## src/rtl/gray2bin_pipe.sv

```systemverilog
// gray2bin_pipe: streaming Gray-to-binary decoder built as a registered log-step prefix-XOR pipeline with valid/ready.
// Define GRAY_STEP_CHECK_EN to flag consecutive accepted words that do not differ in exactly one bit.
module gray2bin_pipe #(
    parameter int WIDTH = 32
) (
    input  logic             clk,
    input  logic             rst_n,
    input  logic [WIDTH-1:0] gray_in,
    input  logic             in_valid,
    output logic             in_ready,
    output logic [WIDTH-1:0] bin_out,
    output logic             out_valid,
    input  logic             out_ready,
    output logic             step_err
);
    localparam int NSTEPS = $clog2(WIDTH);
    logic [WIDTH-1:0] data [1:NSTEPS];
    logic [WIDTH-1:0] src [1:NSTEPS];
    logic [NSTEPS:1]  v, src_v, rdy;
    logic             full;
    // A stage may load while any stage at or after it is empty, or the consumer is taking a word.
    always_comb begin
        full = 1'b1;
        rdy = '0;
        for (int k = NSTEPS; k >= 1; k--) begin
            full = full && v[k];
            rdy[k] = out_ready || !full;
        end
    end
    always_comb begin
        src[1] = gray_in;
        src_v = '0;
        src_v[1] = in_valid;
        for (int k = 2; k <= NSTEPS; k++) begin
            src[k] = data[k-1];
            src_v[k] = v[k-1];
        end
    end
    always_ff @(posedge clk) begin
        if (!rst_n) begin
            v <= '0;
            for (int k = 1; k <= NSTEPS; k++) data[k] <= '0;
        end else begin
            for (int k = 1; k <= NSTEPS; k++) begin
                if (rdy[k]) begin
                    v[k] <= src_v[k];
                    data[k] <= src[k] ^ (src[k] >> (1 << (k - 1)));
                end
            end
        end
    end
    assign in_ready  = rdy[1];
    assign bin_out   = data[NSTEPS];
    assign out_valid = v[NSTEPS];
`ifdef GRAY_STEP_CHECK_EN
    logic [WIDTH-1:0] last_gray;
    logic             have_last, err;
    always_ff @(posedge clk) begin
        if (!rst_n) begin
            last_gray <= '0;
            have_last <= 1'b0;
            err <= 1'b0;
        end else begin
            err <= in_valid && in_ready && have_last && ($countones(gray_in ^ last_gray) != 1);
            if (in_valid && in_ready) begin
                last_gray <= gray_in;
                have_last <= 1'b1;
            end
        end
    end
    assign step_err = err;
`else
    assign step_err = 1'b0;
`endif
endmodule

```

## config.mk

```make
export PLATFORM = sky130hd
export DESIGN_NAME = gray2bin_pipe
export DESIGN_NICKNAME = d
export VERILOG_FILES = /design/src/rtl/gray2bin_pipe.sv
export SDC_FILE = /design/constraint.sdc
export NUM_CORES = 1
export LEC_CHECK = 0
export ABC_AREA = 1
export CORE_MARGIN = 5
export CORE_UTILIZATION = 50
export DETAILED_ROUTE_END_ITERATION = 12
export MAX_ROUTING_LAYER = met4
export PLACE_DENSITY = 0.83
export SYNTH_ARGS = -nofsm -noshare
export SYNTH_HDL_FRONTEND = slang
export SYNTH_SLANG_ARGS = --single-unit
export TNS_END_PERCENT = 5
```

## constraint.sdc

```tcl
create_clock -name clk -period 9.5 [get_ports clk]
set_clock_uncertainty 0.05 [all_clocks]
set_input_delay 2.375 -clock clk [delete_from_list [all_inputs] [get_ports clk]]
set_output_delay 2.375 -clock clk [all_outputs]
set_load 0.01 [all_outputs]
```

==> results of run 1 <==
## routing by layer
layer	share of wire (%)	global-route usage (%)	up-vias
met3	5.5	3.21	12
met2	49	19.2	93
li1	-	-	1882
met1	44	14.6	1498
met4	1.4	4.78	0
met5	0	-	-
## metrics by stage
stage / area (µm²) / total power, W / setup WS (ps) / util [%]
final: 8430 / 0.00174 / 3300 / 58.4
after detailed placement: 7850 / 0.00110 / 3300 / 54.4
after CTS: 8430 / 0.00175 / 3290 / 58.4
after floorplan: 7280 / 0.00105 / 4420 / -
after global routing: 8430 / 0.00181 / 3230 / 58.4
after global placement: 7850 / 0.00110 / 3310 / 54.4
## worst max path at each step
stage               startpoint       end  slack (ps)  depth (start not counted)
floorplan            out_ready  in_ready        4420                          2
global route         out_ready  in_ready        3230                          4
CTS                  out_ready  in_ready        3290                          4
global placement     out_ready  in_ready        3310                          4
finish               out_ready  in_ready        3300                          4
detailed placement   out_ready  in_ready        3300                          4
## kinds of logic (layout without fill, tap and decap cells)
| kind of cell | Yosys count | after routing | share of synthesized area (%) |
|---|---|---|---|
| XOR/XNOR | 129 | 129 | 15.5 |
| other | 1 | 1 | 0.0515 |
| flip-flops | 165 | 165 | 67.4 |
| buffers and inverters | 84 | 138 | 6.93 |
| AND/OR/NAND/NOR | 180 | 180 | 9.86 |
| AO/OA/AOI/OAI | 4 | 4 | 0.275 |
## state kept, by name, summed over array words and instances (netlist names)
name,cells
data,160
v,5
## power groups by stage
stage                     Combinational [W]  Clock, W  Sequential, W
after global routing               0.000192  0.000702       0.000921
after floorplan                    0.000135         0       0.000919
after CTS                          0.000173  0.000668       0.000914
final                              0.000171  0.000657       0.000912
after global placement             0.000170         0       0.000926
after detailed placement           0.000170         0       0.000929
## cells in the final DEF, fill, tap and decap left out
cell | Yosys | layout
o21ai_0 | 1 | 1
clkbuf_1 | 0 | 1
conb_1 | 1 | 1
inv_6 | 0 | 5
clkinvlp_4 | 0 | 3
nand3_1 | 2 | 2
clkinv_4 | 0 | 1
edfxtp_1 | 160 | 160
clkdlybuf4s50_1 | 0 | 69
nor2_4 | 1 | 1
bufinv_16 | 0 | 2
nand2_2 | 1 | 1
nand2_1 | 11 | 11
clkinv_2 | 0 | 3
a21oi_1 | 1 | 1
nand4_1 | 1 | 1
nand4_4 | 1 | 1
or2_1 | 1 | 1
buf_4 | 36 | 2
nand2_4 | 1 | 1
nor2_1 | 161 | 161
inv_1 | 35 | 35
clkbuf_16 | 0 | 17
xnor2_1 | 129 | 129
o21ai_2 | 0 | 2
dfxtp_1 | 5 | 5
## cell type report
class | count | area, µm² | area share [%]
Sequential cell | 165 | 4900 | 58.2
Multi-Input combinational cell | 314 | 1880 | 22.3
Timing Repair Buffer | 71 | 706 | 8.37
Clock buffer | 18 | 429 | 5.09
Tap cell | 184 | 230 | 2.73
Clock inverter | 14 | 150 | 1.78
Inverter | 35 | 131 | 1.56
## worst register-to-register path, delay by kind of cell, from the launching register on
family / cells / cell delay [ps]
and+or+nand+nor: 4 / 1220
buffers and inverters: 1 / 370
DFF: 1 / 320
==> qor.yml, run 1 <==
pwr-share-clk_pct: 37.8
placed_cells: 769
worstHoldPathCells: 2
fin_nets: 640
cts_tree: "yes"
synth_area_mm2: 0.00728
cp.required_ps: 7080
slowest_stage: "clkdlybuf4s50_1"
synthFlopType: "edfxtp_1"
viasPerCell: 4.35
fin_hold_ws_ps: 423
start_kind: "input port"
ff2ff_setup_slack_ps: 7140
ant_nets: 0
crit_buf_inv: 2
combPwrFrac_pct: 9.8
pin_count: 71
synth-seq-area-share_pct: 67.4
path_cells: "clkdlybuf4s50_1, nor2_4, nand4_4, clkdlybuf4s50_1"
swShare_pct: 21.6
die_h_um: 131
fillCellCount: 1125
worstPathArrival_ps: 3780
first_global_vias: 3579
final_max_slew_viol_count: 0
yosysTopAreaCell: "edfxtp_1"
critPathCaptureType: "primary output"
final_hold_viol_count: 0
synth_area_leaders: "edfxtp_1, xnor2_1, nor2_1"
p_per_area_mw_per_mm2: 206
synth-edff-count: 160
num_vias: 3485
cts.hold.buffers_added: 0
postCtsSetupBuffers: 0
synth_nets: 599
post_synth_num_cell_types: 20
synth_area_per_cell_um2: 12.9
area_growth_pct: 15.8
rsz0062_at_grt: "false"
path_max_fanout: 6
grt_remaining_overflow: 0
setup-violations-final: 0
cts_max_level: 4
status: "finished clean"
worst_hold_startpoint: "v[4]"
whs_endpoint: "v[5]"
synth_commonest_cells: "nor2_1, edfxtp_1, xnor2_1"
slowest_delay_ps: 530
wl_per_cell_um: 10.8
path_clk_slew_ps: 60
period_share_pct: 65.3
cts_resized: 0
path_class: "input port to primary output"
syn_inst: 563
cts_root_buffer: "clkbuf_16"
drv_cap: 0
intPower_w: 0.00136
crit_family: "buffers and inverters"
cts_sinks: 165
start_util_pct: 50.5
grt.total_usage_pct: 12.0
min_period_ps: 6200
async_flop_share_pct: 0
ir_worst_vdd_v: 0.000122
antenna_found_initial: 0
r2r_end: "data[0][44]"
cpMostUsedCell: "clkdlybuf4s50_1"
clock_path_buffers: 2
r2r_cells: 5
min_path_type: "register to register"
die_x_um: 131
synth_top_area_share_pct: 66.0
rows: 44
grt_pass1_wl_um: 15700
dp_hpwl_um: 6190
post-synth-top-count-cell: "nor2_1"
wirelength_um: 8620
place.gp.congestion: 0.782
p_switching_w: 0.000377
leakage_nw: 3.08
port_buffers: 69
insertion_delay_ps: 410
drc: 0
cts_buffers: 17
core-area_mm2: 0.0144
r2r-start: "v[5]"
finalNonFillerCells: 801
die-area_mm2: 0.0171
grt_max_degree: 35
drtPass1Iterations: 4
ys_ff_latch: 165
slew_headroom_pct: 18.6
antenna_cells: 0
final_layout_size_suffix_gt1_share_pct: 6.32
max_freq_ghz: 0.161
tightest_slew_ps: 1220
ys_warn_count: 0
pwr-share-seq_pct: 52.4
drt_iter0_markers: 145
tns_ps: 0
Power figures use the tool's default switching activity.
==> inputs of run 2 (changes only) <==
PLACE_DENSITY = 0.86   (was 0.83)
clock period = 5 ns   (was 9.5 ns; I/O delays follow)
==> qor.yml, run 2 (synthesized netlist as in run 1, its figures left out) <==
grt.total_usage_pct: 12.3
area_growth_pct: 16.1
tightest_slew_ps: 1190
max_freq_ghz: 0.254
rsz0062_at_grt: "false"
min_period_ps: 3940
grt_remaining_overflow: 0
drc: 0
cpMostUsedCell: "clkdlybuf4s50_1"
num_vias: 3537
place.gp.congestion: 0.790
die_x_um: 131
setup-violations-final: 0
r2r-start: "v[5]"
crit_family: "buffers and inverters"
insertion_delay_ps: 410
final_layout_size_suffix_gt1_share_pct: 6.47
fin_util_pct: 58.6
fillCellCount: 1130
worstPathArrival_ps: 2640
wl_per_cell_um: 11.4
drt_iter0_markers: 192
postCtsSetupBuffers: 0
pin_count: 71
fin_area_mm2: 0.00845
slowest_stage: "clkdlybuf4s50_1"
leakage_nw: 3.09
port_buffers: 69
antenna_found_initial: 0
die_h_um: 131
finalNonFillerCells: 802
cts_max_level: 4
rows: 44
cts_sinks: 165
min_path_type: "register to register"
place_ws_ps: 1050
wirelength_um: 9120
fin_nets: 641
worstHoldPathCells: 2
cts_resized: 0
largest_register_ffs: 160
drv_cap: 0
status: "finished clean"
placed_area_mm2: 0.00786
core-area_mm2: 0.0144
first_global_vias: 3642
cts_tree: "yes"
dp_hpwl_um: 6450
start_kind: "input port"
clock_path_buffers: 2
start_util_pct: 50.5
p_per_area_mw_per_mm2: 396
viasPerCell: 4.41
final_cell_mix: "nor2_1, edfxtp_1, xnor2_1"
cts.hold.buffers_added: 0
layout_commonest_cell: "nor2_1"
ir_worst_vdd_v: 0.000251
slowest_delay_ps: 520
ant_nets: 0
final_max_slew_viol_count: 0
finalWorstSetupSlack_ps: 1060
slew_headroom_pct: 20.3
path_max_fanout: 6
path_cells: "clkdlybuf4s50_1, nor2_4, nand4_4, clkdlybuf4s50_1"
period_share_pct: 78.8
cts_buffers: 17
path_class: "input port to primary output"
cts_root_buffer: "clkbuf_16"
drtPass1Iterations: 4
die-area_mm2: 0.0171
worst_hold_startpoint: "v[4]"
final_hold_viol_count: 0
grt_pass1_wl_um: 16100
top_regs: "data x160, v x5"
ff2ff_setup_slack_ps: 3040
antenna_cells: 0
r2r_cells: 3
whs_endpoint: "v[5]"
cp.required_ps: 3700
grt_max_degree: 35
path_clk_slew_ps: 60
r2r_end: "data[0][141]"
placed_cells: 770
crit_buf_inv: 2
critPathCaptureType: "primary output"
tns_ps: 0
largest_register: "data"
[run 2: final cells by class]
cell class                 instances  area [µm²]  share of cell area, %
multi-input combinational        314        1880                   22.2
clock inverter                    14         165                   1.95
inverter                          35         131                   1.55
clock buffer                      18         429                   5.08
tap                              184         230                   2.72
sequential                       165        4900                   58.0
timing repair buffer              72         713                   8.44
[run 2: metal layers]
layer  part of all wire (%)  GRT usage [%]  up-vias
li1                       -              -     1881
met1                     43           14.5     1546
met2                     50           20.5       91
met3                    5.4           2.93       19
met4                    1.9           5.08        0
met5                      0              -        -
[run 2: tightest hold or removal path: stages (launching register included)]
cell and delay, ps:
dfxtp_1 310, nand2_1 50, nand2_1 50
[run 2: power by group]
group / leakage (nW) / total (W) / switching (W) / internal [W]
Sequential: 1.94 / 0.00174 / 0.0000794 / 0.00166
Clock: 0.278 / 0.00128 / 0.000531 / 0.000750
Combinational: 0.865 / 0.000327 / 0.000134 / 0.000194
[run 2: per-stage QoR]
step           hold slack, ps  total power (W)
2_1_floorplan             373          0.00200
5_1_grt                   456          0.00349
4_1_cts                   409          0.00338
6_report                  410          0.00335
3_5_place_dp              391          0.00209
3_3_place_gp              382          0.00208
[run 2: worst max path at each step]
stage	to	startpoint	slack [ps]	depth (start not counted)
2_1_floorplan	data[0][32]	rst_n	1170	3
3_3_place_gp	in_ready	out_ready	1060	4
3_5_place_dp	in_ready	out_ready	1050	4
4_1_cts	in_ready	out_ready	1050	4
5_1_grt	in_ready	out_ready	990	4
6_report	in_ready	out_ready	1060	4
==> inputs of run 3 (changes only) <==
clock period = 3.5 ns   (was 5 ns; I/O delays follow)
==> qor.yml, run 3 (synthesized netlist as in run 1, its figures left out) <==
fin_nets: 646
drtPass1Iterations: 4
postCtsSetupBuffers: 0
port_buffers: 69
pwr-share-clk_pct: 36.7
combPwrFrac_pct: 10.1
start_kind: "input port"
path_clk_slew_ps: 60
grt.total_usage_pct: 12.3
cts_tree: "yes"
rows: 44
pin_count: 71
viasPerCell: 4.41
grt_remaining_overflow: 0
intPower_w: 0.00363
path_class: "input port to primary output"
drv_cap: 0
tightest_slew_ps: 1170
ir_worst_vdd_v: 0.000339
die_h_um: 131
status: "finished clean"
cts_buffers: 17
area_growth_pct: 16.1
die-area_mm2: 0.0171
largest_register: "data"
r2r_cells: 4
first_global_vias: 3601
top_regs: "data x160, v x5"
cts_root_buffer: "clkbuf_16"
setup-violations-final: 0
ant_nets: 0
antenna_found_initial: 0
fin_util_pct: 58.6
whs_endpoint: "v[5]"
final_hold_viol_count: 0
min_path_type: "register to register"
drt_iter0_markers: 149
cts_max_level: 4
r2r_end: "data[0][43]"
grt_max_degree: 34
largest_register_ffs: 160
p_per_area_mw_per_mm2: 551
wl_per_cell_um: 11.0
layout_commonest_cell: "nor2_1"
period_share_pct: 91.1
wirelength_um: 8890
rsz0062_at_grt: "false"
worst_hold_startpoint: "v[4]"
critPathCaptureType: "primary output"
insertion_delay_ps: 410
core-area_mm2: 0.0144
tns_ps: 0
final_layout_size_suffix_gt1_share_pct: 7.23
dp_hpwl_um: 6340
final_max_slew_viol_count: 0
place.gp.congestion: 0.805
num_vias: 3555
cts_resized: 0
path_max_fanout: 6
start_util_pct: 50.5
ff2ff_setup_slack_ps: 1520
cts_sinks: 165
leakage_nw: 3.09
grt_pass1_wl_um: 15900
worstPathArrival_ps: 2260
final_cell_mix: "nor2_1, edfxtp_1, xnor2_1"
antenna_cells: 0
pwr-share-seq_pct: 53.2
swShare_pct: 22.2
drc: 0
die_x_um: 131
clock_path_buffers: 2
r2r-start: "v[5]"
p_switching_w: 0.00103
slew_headroom_pct: 21.8
worstHoldPathCells: 2
cp.required_ps: 2570
cts.hold.buffers_added: 0
min_period_ps: 3190
max_freq_ghz: 0.314
-- run 3: routing by layer --
metal	routed length, µm	GRT usage, %
met1	3860	15.0
met4	147	3.87
met3	518	3.94
met2	4360	19.6
met5	0	-
-- run 3: stage by stage --
stage               instance area, µm²  hold slack [ps]  worst slack, ps  cells  total power [W]
floorplan                         7280              373             45.4    563          0.00286
global placement                  7900              380              311    775          0.00298
detailed placement                7900              391              298    775          0.00299
CTS                               8450              401              299    806          0.00471
global route                      8450              444              249    806          0.00486
finish                            8450              399              311    806          0.00466
-- run 3: critical path, stage by stage --
cell	delay [ps]
clkdlybuf4s50_1	530
nor2_4	230
nand4_4	120
clkdlybuf4s50_1	510
-- run 3: worst max path at each step --
stage | endpoint | cells past startpoint | startpoint | slack (ps)
final | in_ready | 4 | out_ready | 310
after global routing | in_ready | 4 | out_ready | 250
after CTS | in_ready | 4 | out_ready | 300
after detailed placement | in_ready | 4 | out_ready | 300
after global placement | in_ready | 4 | out_ready | 310
after floorplan | data[0][32] | 3 | rst_n | 50
-- run 3: power groups by stage --
stage                     Sequential (W)  Clock, W  Combinational (W)
after detailed placement         0.00252         0           0.000469
after global placement           0.00251         0           0.000464
final                            0.00248   0.00171           0.000471
after CTS                        0.00248   0.00175           0.000476
after global routing             0.00250   0.00183           0.000526
after floorplan                  0.00249         0           0.000366
-- run 3: cell type report --
type,instances,area (µm²)
fill,1146,5970
tap,184,230
inverter,35,131
sequential,165,4900
clock inverter,14,130
timing repair buffer,77,751
multi-input combinational,314,1880
clock buffer,17,425
